`src/rtl/uart_tx_frame_if.sv`:
```
// Host-side bundle for the UART transmit framer: word request in, serial line and Busy out.
interface uart_tx_frame_if #(
    parameter int unsigned DATA_WIDTH = 8
);
    logic [DATA_WIDTH-1:0] P_DATA;
    logic                  Data_Valid;
    logic                  PAR_EN;
    logic                  PAR_TYP;
    logic                  TX_OUT;
    logic                  Busy;

    modport master (
        output P_DATA, Data_Valid, PAR_EN, PAR_TYP,
        input  TX_OUT, Busy
    );

    modport slave (
        input  P_DATA, Data_Valid, PAR_EN, PAR_TYP,
        output TX_OUT, Busy
    );
endinterface

```
`src/rtl/uart_tx_frame.sv`:
```
// UART transmit framer: start, LSB-first data, optional parity, stop; one bit per clk.
module uart_tx_frame #(
    parameter int unsigned DATA_WIDTH = 8
) (
    input  logic             clk,
    input  logic             RST,
    uart_tx_frame_if.slave   bus
);
    localparam int unsigned      CNT_W    = $clog2(DATA_WIDTH);
    localparam logic [CNT_W-1:0] CNT_LAST = CNT_W'(DATA_WIDTH - 1);

    typedef enum logic [2:0] {
        IDLE,
        START,
        DATA,
        PARITY,
        STOP
    } state_e;

    state_e                state_q;
    logic [DATA_WIDTH-1:0] data_q;
    logic [CNT_W-1:0]      cnt_q;
    logic                  par_en_q;
    logic                  par_bit_q;
    logic                  tx_q;
    logic                  busy_q;

    // Parity is resolved at accept time so the PARITY cycle only replays a stored bit.
    always_ff @(posedge clk or posedge RST) begin
        if (RST) begin
            state_q   <= IDLE;
            data_q    <= '0;
            cnt_q     <= '0;
            par_en_q  <= 1'b0;
            par_bit_q <= 1'b0;
            tx_q      <= 1'b1;
            busy_q    <= 1'b0;
        end else begin
            case (state_q)
                IDLE: begin
                    tx_q   <= 1'b1;
                    busy_q <= 1'b0;
                    if (bus.Data_Valid && !busy_q) begin
                        data_q    <= bus.P_DATA;
                        par_en_q  <= bus.PAR_EN;
                        par_bit_q <= (^bus.P_DATA) ^ bus.PAR_TYP;
                        cnt_q     <= '0;
                        tx_q      <= 1'b0;
                        busy_q    <= 1'b1;
                        state_q   <= START;
                    end
                end
                START: begin
                    cnt_q   <= '0;
                    tx_q    <= data_q[0];
                    state_q <= DATA;
                end
                DATA: begin
                    if (cnt_q == CNT_LAST) begin
                        if (par_en_q) begin
                            tx_q    <= par_bit_q;
                            state_q <= PARITY;
                        end else begin
                            tx_q    <= 1'b1;
                            state_q <= STOP;
                        end
                    end else begin
                        cnt_q <= cnt_q + CNT_W'(1);
                        tx_q  <= data_q[cnt_q + CNT_W'(1)];
                    end
                end
                PARITY: begin
                    tx_q    <= 1'b1;
                    state_q <= STOP;
                end
                STOP: begin
                    tx_q    <= 1'b1;
                    busy_q  <= 1'b0;
                    state_q <= IDLE;
                end
                default: begin
                    tx_q    <= 1'b1;
                    busy_q  <= 1'b0;
                    state_q <= IDLE;
                end
            endcase
        end
    end

    assign bus.TX_OUT = tx_q;
    assign bus.Busy   = busy_q;
endmodule

```
`src/flat_wrapper.sv`:
```
// flat-port wrapper written by rule: the top's interface ports become plain ports
module uart_tx_frame_flat 
#(
    parameter int unsigned DATA_WIDTH = 8
)
  (clk, RST, bus_P_DATA, bus_Data_Valid, bus_PAR_EN, bus_PAR_TYP, bus_TX_OUT, bus_Busy);
  uart_tx_frame_if #(.DATA_WIDTH(DATA_WIDTH)) bus_i ();
  input  logic clk;
  input  logic RST;
  input wire logic [$bits(bus_i.P_DATA)-1:0] bus_P_DATA;
  input wire logic [$bits(bus_i.Data_Valid)-1:0] bus_Data_Valid;
  input wire logic [$bits(bus_i.PAR_EN)-1:0] bus_PAR_EN;
  input wire logic [$bits(bus_i.PAR_TYP)-1:0] bus_PAR_TYP;
  output wire logic [$bits(bus_i.TX_OUT)-1:0] bus_TX_OUT;
  output wire logic [$bits(bus_i.Busy)-1:0] bus_Busy;
  assign bus_i.P_DATA = bus_P_DATA;
  assign bus_i.Data_Valid = bus_Data_Valid;
  assign bus_i.PAR_EN = bus_PAR_EN;
  assign bus_i.PAR_TYP = bus_PAR_TYP;
  assign bus_TX_OUT = bus_i.TX_OUT;
  assign bus_Busy = bus_i.Busy;
  uart_tx_frame #(.DATA_WIDTH(DATA_WIDTH)) u_core (.clk(clk), .RST(RST), .bus(bus_i));
endmodule
```
`config.mk`:
```
export PLATFORM = sky130hd
export DESIGN_NAME = uart_tx_frame_flat
export DESIGN_NICKNAME = d
export VERILOG_FILES = /design/src/rtl/uart_tx_frame_if.sv /design/src/rtl/uart_tx_frame.sv /design/src/flat_wrapper.sv
export SDC_FILE = /design/constraint.sdc
export NUM_CORES = 1
export LEC_CHECK = 0
export BUFFER_PORTS_ARGS = -buffer_cell sky130_fd_sc_hd__buf_4
export CORE_MARGIN = 2
export CORE_UTILIZATION = 40
export DETAILED_ROUTE_END_ITERATION = 10
export MAX_ROUTING_LAYER = met4
export PLACE_DENSITY = 0.56
export SKIP_LAST_GASP = 1
export SLEW_MARGIN = 10
export SYNTH_ARGS = -nofsm -noshare
export SYNTH_HDL_FRONTEND = slang
export SYNTH_SLANG_ARGS = --single-unit
```
`constraint.sdc`:
```
create_clock -name clk -period 3.88 [get_ports clk]
set_input_delay 0.388 -clock clk [delete_from_list [all_inputs] [get_ports clk]]
set_output_delay 0.388 -clock clk [all_outputs]
set_load 0.005 [all_outputs]
```
==> results of run 1 <==
[registers in the layout, indices dropped and copies added (netlist names)]
signal and count:
u_core.par_bit_q 1, u_core.bus.Busy 1, u_core.data_q 8, u_core.cnt_q 3
u_core.par_en_q 1, u_core.state_q 3, u_core.bus.TX_OUT 1
[cell families after synthesis]
family | after synthesis | synth area share (%)
buf+inv | 6 | 4.04
xor+xnor | 7 | 7.81
compound gates | 12 | 8.99
simple gates | 16 | 9.12
mux | 14 | 20.4
flops | 18 | 47.0
fa+ha+maj | 2 | 2.60
[cell usage in the layout, fill, tap and decap left out, drive strengths merged, types with 2 or more instances in the layout]
cell type  instances
xor2               2
mux2              11
a21oi              2
nor3               4
nand2b             3
mux2i              2
dfrtp             17
o21ai              2
clkbuf             4
xnor2              4
ha                 2
buf               14
inv                3
nor2               5
a22o               2
[path summary, 6_finish.rpt]
path                                  startpoint                end  slack [ps]
worst max register to register   u_core.cnt_q[0]  u_core.bus.TX_OUT        1930
max in group asynchronous                    RST   u_core.data_q[0]        3230
worst max-delay path             u_core.cnt_q[0]  u_core.bus.TX_OUT        1930
worst min-delay path                         RST   u_core.data_q[5]         200
worst min register to register  u_core.par_bit_q   u_core.par_bit_q         500
min in group clk                      bus_PAR_EN    u_core.par_en_q         330
[per-stage QoR]
stage          cell area, um2  utilization, %  hold slack (ps)
2_1_floorplan             961               -              326
3_3_place_gp             1070            48.1              476
3_5_place_dp             1070            48.1              483
4_1_cts                  1110            49.7              222
5_1_grt                  1110            49.7              249
6_report                 1110            49.7              201
[layout make-up]
type,instances,area [um2]
tap,28,35.0
fill,218,1120
sequential,18,452
multi-input combinational,51,470
timing repair buffer,14,105
inverter,3,11.3
clock buffer,4,36.3
[power breakdown]
part / internal [mW] / leakage, nW / switching (mW) / total [mW]
combinational: 0.238 / 0.295 / 0.141 / 0.379
sequential: 0.280 / 0.219 / 0.0835 / 0.364
clock: 0.0571 / 0.0210 / 0.0581 / 0.115
[critical path: stages, from the launching register on]
cell and delay (ps):
dfrtp_1 430, ha_1 210, ha_1 350, mux4_2 500
nand2b_1 150, a211o_1 250
[per-layer routing]
metal / global-route usage (%) / routed length, um / vias up
li1: - / - / 299
met1: 20.6 / 864 / 280
met2: 20.4 / 689 / 13
met3: 4.52 / 50 / 4
met4: 7.26 / 25 / 0
met5: - / 0 / -
==> impl_metrics.env, run 1 <==
export IMPL_crit_type="register to register"
export IMPL_synth_edf_count=0
export IMPL_ant_nets=0
export IMPL_syn_instance_count=75
export IMPL_yosys_area_top_type="dfrtp_1"
export IMPL_core_rowCount=17
export IMPL_drc=0
export IMPL_syn_to_final_growth_pct=15.5
export IMPL_drive_gt1_share_pct=35.6
export IMPL_synth_area_top_cells="dfrtp_1 44%, mux2_4 13%, xnor2_1 3.6%"
export IMPL_end_kind="register"
export IMPL_fin_ws_ps=1930
export IMPL_synthTopCellsByCount="17 x dfrtp_1, 8 x mux2_4, 5 x nor2_1"
export IMPL_power_mw=0.858
export IMPL_grt_use_total_pct=15.1
export IMPL_wl_per_cell_um=13.8
export IMPL_die_x_um=53.0
export IMPL_first_iter_violations=4
export IMPL_synth_distinct_cells=29
export IMPL_period_minus_slack_ps=1950
export IMPL_hold_buffers=0
export IMPL_cp_required_ps=4110
export IMPL_netlist_area_um2=961
export IMPL_nets=106
export IMPL_diodes=0
export IMPL_routed_wl_um=1630
export IMPL_grt_pass1_wl_um=2820
export IMPL_gp_congestion=0.730
export IMPL_fp_dieH_um=53.0
export IMPL_synth_top_flop_cell="dfrtp_1"
export IMPL_synth_seq_cells=18
export IMPL_yosysMostFrequentCell="dfrtp_1"
export IMPL_cts_htree_levels=1
export IMPL_synth_top_area_share_pct=44.3
export IMPL_clk_pin_slew_ps=110
export IMPL_p_leak_nw=0.536
export IMPL_cts_repair_resized=0
export IMPL_arrival_ps=2180
export IMPL_viasPerCell=5.05
export IMPL_finalClockSkew_ps=4.50
export IMPL_ys_seq_area_share_pct=47.0
export IMPL_finalCritPeriodShare_pct=50.3
export IMPL_vias=596
export IMPL_max_freq_ghz=0.512
export IMPL_dpl_hpwl_um=1250
export IMPL_hold_viol_final=0
export IMPL_firstDrtPassIters=2
export IMPL_rr_worst_depth=5
export IMPL_antenna_found_initial=0
export IMPL_clock_sinks=18
export IMPL_cts_tree="built"
export IMPL_cts_buffer_depth=2
export IMPL_power_density_nw_per_um2=773
export IMPL_clock_latency_ps=290
export IMPL_status="finished, final reports clean"
export IMPL_grt_setup_unrepaired="no"
export IMPL_root_buffer="clkbuf_4"
export IMPL_vdd_drop_max_mv=0.313
export IMPL_syn_nets=90
export IMPL_post_cts_buffers=0
export IMPL_dp_slack_ps=1940
export IMPL_worstHoldPathType="primary input to async pin"
export IMPL_dieArea_um2=2810
export IMPL_ioPinCount=15
export IMPL_gr_total_overflow=0
export IMPL_yosys_warnings=0
export IMPL_ys_async_sr_fraction_pct=100
export IMPL_grt_max_degree=19
export IMPL_dpl_cell_count=114
export IMPL_cts_buffers=3
export IMPL_drv_cap=0
export IMPL_max_slew_margin_pct=52.9
export IMPL_stdcell_count=118
export IMPL_slew_viol_final=0
export IMPL_first_global_vias=590
export IMPL_avgSynthCellArea_um2=12.8
export IMPL_path_max_fanout=5
export IMPL_core_area_um2=2230
export IMPL_start_util_pct=43.0
export IMPL_tightest_slew_ps=706
export IMPL_finalSetupViolCount=0
export IMPL_startpoint_type="register"
export IMPL_finalSetupTns_ps=0
export IMPL_port_buffers=14
Power figures use the tool's default switching activity.
==> inputs of run 2 (changes only) <==
--- a/config.mk
+++ b/config.mk
@@ -10,7 +10,7 @@
 export CORE_UTILIZATION = 40
 export DETAILED_ROUTE_END_ITERATION = 10
 export MAX_ROUTING_LAYER = met4
-export PLACE_DENSITY = 0.56
+export PLACE_DENSITY = 0.58
 export SKIP_LAST_GASP = 1
 export SLEW_MARGIN = 10
 export SYNTH_ARGS = -nofsm -noshare
==> constraint.sdc (replaced) <==
create_clock -name clk -period 1.6 [get_ports clk]
set_input_delay 0.16 -clock clk [delete_from_list [all_inputs] [get_ports clk]]
set_output_delay 0.16 -clock clk [all_outputs]
set_load 0.005 [all_outputs]
==> run 2 against run 1 <==
Effect of this change: the flow now finishes with violations (negative setup slack); highest routed layer unchanged; critical path type unchanged; largest cell class unchanged; hold slack got worse by 120 ps; power rose to 2.7 times the previous value; final cell count rose by 8.5%; register-to-register slack worse by 2100 ps; sequential share of layout area down 3.7 points; final area is 10% higher; critical endpoint unchanged.
==> impl_metrics.env, run 2 (same netlist as run 1, synthesis figures left out) <==
export IMPL_hold_viol_final=0
export IMPL_finalCritPeriodShare_pct=113
export IMPL_slew_viol_final=0
export IMPL_clock_latency_ps=290
export IMPL_first_global_vias=680
export IMPL_antenna_found_initial=0
export IMPL_ioPinCount=15
export IMPL_port_buffers=14
export IMPL_cts_buffers=3
export IMPL_nets=116
export IMPL_gr_total_overflow=0
export IMPL_grt_use_total_pct=16.6
export IMPL_drv_cap=0
export IMPL_p_leak_nw=0.588
export IMPL_rr_worst_depth=5
export IMPL_wl_per_cell_um=14.9
export IMPL_first_iter_violations=5
export IMPL_startpoint_type="register"
export IMPL_end_kind="register"
export IMPL_gp_congestion=0.798
export IMPL_power_mw=2.35
export IMPL_final_common_cell="buf_4"
export IMPL_diodes=0
export IMPL_fp_dieH_um=53.0
export IMPL_die_x_um=53.0
export IMPL_layout_common_cells="22 x buf_4, 17 x dfrtp_1, 8 x mux2_4"
export IMPL_grt_setup_unrepaired="yes"
export IMPL_drive_gt1_share_pct=45.0
export IMPL_fin_ws_ps=-202
export IMPL_vias=665
export IMPL_start_util_pct=43.0
export IMPL_top_register="u_core.data_q"
export IMPL_root_buffer="clkbuf_4"
export IMPL_clk_pin_slew_ps=110
export IMPL_cts_buffer_depth=2
export IMPL_finalClockSkew_ps=5.01
export IMPL_grt_max_degree=19
export IMPL_dpl_cell_count=122
export IMPL_drc=0
export IMPL_period_minus_slack_ps=1800
export IMPL_worstHoldPathType="primary input to register"
export IMPL_power_density_nw_per_um2=1920
export IMPL_vdd_drop_max_mv=0.848
export IMPL_dieArea_um2=2810
export IMPL_routed_wl_um=1900
export IMPL_max_slew_margin_pct=53.7
export IMPL_status="complete, but fails checks"
export IMPL_utilization_pct=54.7
export IMPL_firstDrtPassIters=4
export IMPL_crit_type="register to register"
export IMPL_tightest_slew_ps=694
export IMPL_core_area_um2=2230
export IMPL_cts_htree_levels=1
export IMPL_failed_checks="negative setup slack"
export IMPL_cp_required_ps=1840
export IMPL_largest_reg_flops=8
export IMPL_syn_to_final_growth_pct=27.1
export IMPL_reg_top3="u_core.data_q (8), u_core.cnt_q (3), u_core.state_q (3)"
export IMPL_post_cts_buffers=0
export IMPL_grt_pass1_wl_um=3170
export IMPL_arrival_ps=2040
export IMPL_finalSetupViolCount=1
export IMPL_ant_nets=0
export IMPL_stdcell_count=128
export IMPL_holdPathStages=2
export IMPL_max_freq_ghz=0.555
export IMPL_dpl_hpwl_um=1370
export IMPL_viasPerCell=5.20
export IMPL_cts_tree="built"
export IMPL_clock_sinks=18
export IMPL_path_max_fanout=2
export IMPL_core_rowCount=17
## run 2: cell count changes in the layout (fill, tap and decap cells not counted), sizes merged
cell,change
dlygate4sd3,+1
buf,+8
or4,+1
## run 2: what timing repair did
action,4_1_cts,5_1_grt
resized for setup,1,2
hold endpoints to repair,17,0
cloned,0,1
endpoints found under the setup margin,1,10
pin swaps,2,0
hold buffers,1,0
## run 2: metrics by stage
stage	instance area (um2)	hold WS, ps	setup WS, ps	TNS, ps
3_5_place_dp	1150	313	-211	-211
3_3_place_gp	1150	307	-167	-167
5_1_grt	1220	66.0	-261	-261
6_report	1220	83.4	-202	-202
4_1_cts	1200	73.5	-200	-200
2_1_floorplan	976	97.8	-194	-194
## run 2: area by class of cell
type | count | area [um2]
Clock buffer | 4 | 36.3
Fill cell | 203 | 1010
Inverter | 3 | 11.3
Multi-Input combinational cell | 52 | 512
Sequential cell | 18 | 452
Tap cell | 28 | 35.0
Timing Repair Buffer | 23 | 175
## run 2: power breakdown
part	leakage, nW	internal [mW]	switching (mW)
sequential	0.219	0.680	0.147
combinational	0.348	0.757	0.477
clock	0.0210	0.139	0.146
total	0.588	1.58	0.770
## run 2: final timing paths
check / start / end / slack (ps)
worst max-delay path: u_core.cnt_q[0] / u_core.bus.TX_OUT / -200
worst min-delay path: bus_PAR_EN / u_core.par_en_q / 80
worst max register to register: u_core.cnt_q[0] / u_core.bus.TX_OUT / -200
worst min register to register: u_core.par_bit_q / u_core.par_bit_q / 500
max in group asynchronous: RST / u_core.cnt_q[2] / 640
min in group asynchronous: RST / u_core.par_en_q / 520
## run 2: metal layers
layer | up-vias | wire length [um] | track usage, %
li1 | 323 | - | -
met1 | 326 | 926 | 21.7
met2 | 12 | 884 | 25.0
met3 | 4 | 53 | 3.39
met4 | 0 | 38 | 7.69
met5 | - | 0 | -
## run 2: critical path, cell delays in order (launching register included)
cell and delay (ps):
dfrtp_1 400, ha_2 200, ha_4 270, mux4_2 480, nand2b_4 150, a211o_1 250
==> inputs of run 3 (changes only) <==
--- a/config.mk
+++ b/config.mk
@@ -7,10 +7,10 @@
 export LEC_CHECK = 0
 export BUFFER_PORTS_ARGS = -buffer_cell sky130_fd_sc_hd__buf_4
 export CORE_MARGIN = 2
-export CORE_UTILIZATION = 40
+export CORE_UTILIZATION = 49
 export DETAILED_ROUTE_END_ITERATION = 10
 export MAX_ROUTING_LAYER = met4
-export PLACE_DENSITY = 0.58
+export PLACE_DENSITY = 0.69
 export SKIP_LAST_GASP = 1
 export SLEW_MARGIN = 10
 export SYNTH_ARGS = -nofsm -noshare
==> run 3 against run 2 <==
Effect of this change: the run still ends with negative setup slack left; final cell count unchanged; power increased by 0.63%; setup slack got worse by 8.0 ps; combinational power about the same; critical endpoint unchanged; highest routed layer unchanged.
==> impl_metrics.env, run 3 (same netlist as run 1, synthesis figures left out) <==
export IMPL_status="complete, but fails checks"
export IMPL_failed_checks="negative setup slack"
export IMPL_hold_viol_final=0
export IMPL_gr_total_overflow=0
export IMPL_ioPinCount=15
export IMPL_pwr_share_clk_pct=12.3
export IMPL_cts_buffers=3
export IMPL_netSwitchingPower_mw=0.771
export IMPL_fin_ws_ps=-210
export IMPL_clock_sinks=18
export IMPL_gp_congestion=0.826
export IMPL_first_global_vias=595
export IMPL_port_buffers=14
export IMPL_ant_nets=0
export IMPL_finalClockSkew_ps=2.45
export IMPL_firstDrtPassIters=4
export IMPL_max_slew_margin_pct=55.5
export IMPL_rr_worst_depth=5
export IMPL_fin_hold_ws_ps=78.6
export IMPL_start_util_pct=50.5
export IMPL_routed_wl_um=1840
export IMPL_final_common_cell="buf_4"
export IMPL_grt_max_degree=19
export IMPL_slew_viol_final=0
export IMPL_vdd_drop_max_mv=1.06
export IMPL_seq_power_share_pct=35.1
export IMPL_tightest_slew_ps=667
export IMPL_finalSetupViolCount=1
export IMPL_dieArea_um2=2330
export IMPL_drv_cap=0
export IMPL_finalCritPeriodShare_pct=113
export IMPL_met2_usage_pct=24.7
export IMPL_startpoint_type="register"
export IMPL_root_buffer="clkbuf_4"
export IMPL_stdcell_count=128
export IMPL_fp_dieH_um=48.3
export IMPL_gr_usage_met1_pct=24.6
export IMPL_cts_tree="built"
export IMPL_diodes=0
export IMPL_grt_use_total_pct=18.1
export IMPL_end_kind="register"
export IMPL_grt_use_met3_pct=4.44
export IMPL_p_int_mw=1.59
export IMPL_finalSetupTns_ps=-210
export IMPL_p_sw_share_pct=32.7
export IMPL_dpl_hpwl_um=1240
export IMPL_dp_slack_ps=-198
export IMPL_power_density_nw_per_um2=1920
export IMPL_core_area_um2=1900
export IMPL_syn_to_final_growth_pct=27.7
export IMPL_p_comb_share_pct=52.6
export IMPL_max_freq_ghz=0.553
export IMPL_path_max_fanout=2
export IMPL_cp_required_ps=1840
export IMPL_vias=662
export IMPL_p_leak_nw=0.592
export IMPL_cts_buffer_depth=2
export IMPL_die_x_um=48.3
export IMPL_r2r_start="u_core.cnt_q[0]"
export IMPL_core_rowCount=16
export IMPL_worstHoldPathType="primary input to register"
export IMPL_clk_pin_slew_ps=100
export IMPL_clock_latency_ps=310
export IMPL_top_register="u_core.data_q"
export IMPL_wl_per_cell_um=14.4
export IMPL_cts_htree_levels=1
export IMPL_grt_pass1_wl_um=2700
export IMPL_reg_top3="u_core.data_q (8), u_core.cnt_q (3), u_core.state_q (3)"
export IMPL_antenna_found_initial=0
export IMPL_nets=117
export IMPL_drive_gt1_share_pct=45.5
export IMPL_power_mw=2.36
export IMPL_period_minus_slack_ps=1810
export IMPL_holdPathStages=2
export IMPL_crit_type="register to register"
export IMPL_arrival_ps=2050
export IMPL_first_iter_violations=13
export IMPL_hold_start="bus_PAR_EN"
export IMPL_viasPerCell=5.17
export IMPL_grt_setup_unrepaired="yes"
export IMPL_drc=0
export IMPL_dpl_cell_count=121
export IMPL_layout_common_cells="23 x buf_4, 17 x dfrtp_1, 8 x mux2_4"
export IMPL_largest_reg_flops=8
export IMPL_rrSetupSlack_ps=-210
export IMPL_r2r_end="u_core.bus.TX_OUT"
export IMPL_hold_path_endpoint="u_core.par_en_q"
export IMPL_busiest_layer="met2"
==> run 3: repair_timing <==
item | 4_1_cts | 5_1_grt
pin swaps | 0 | 3
gates resized for setup | 0 | 3
hold endpoints to repair | 17 | 0
gates cloned | 0 | 1
buffers inserted | 1 | 0
endpoints found under the setup margin | 1 | 10
hold buffers | 1 | 0
==> run 3: power by group through the flow <==
stage / clock (mW) / combinational (mW) / sequential [mW]
2_1_floorplan: 0 / 0.879 / 0.790
3_3_place_gp: 0 / 1.14 / 0.810
3_5_place_dp: 0 / 1.16 / 0.816
4_1_cts: 0.296 / 1.18 / 0.806
5_1_grt: 0.313 / 1.37 / 0.852
6_report: 0.290 / 1.24 / 0.828
==> run 3: worst max-delay path by stage <==
stage,from,to
floorplan,u_core.cnt_q[0],u_core.bus.TX_OUT
global placement,u_core.cnt_q[1],u_core.bus.TX_OUT
detailed placement,u_core.cnt_q[1],u_core.bus.TX_OUT
CTS,u_core.cnt_q[1],u_core.bus.TX_OUT
global route,u_core.cnt_q[0],u_core.bus.TX_OUT
finish,u_core.cnt_q[0],u_core.bus.TX_OUT
==> run 3: cell type report <==
class,count,area (um2)
tap,27,33.8
clock buffer,4,36.3
multi-input combinational,52,512
inverter,3,11.3
fill,154,674
timing repair buffer,24,183
sequential,18,452
==> run 3: through the flow <==
stage	utilization, %	cell area [um2]
6_report	64.5	1230
5_1_grt	64.5	1230
4_1_cts	63.2	1200
3_5_place_dp	60.3	1150
3_3_place_gp	60.3	1150
2_1_floorplan	-	976
==> run 3: layer usage <==
metal  vias up  share of wire (%)
li1        325                  -
met1       322                 46
met2        10                 49
met3         5                2.7
met4         0                2.4
met5         -                  0
==> run 3: critical path: stages, from the launching register on <==
cell and delay (ps):
dfrtp_1 400, ha_2 200, ha_4 280, mux4_2 480, nand2b_4 140, a211o_1 240
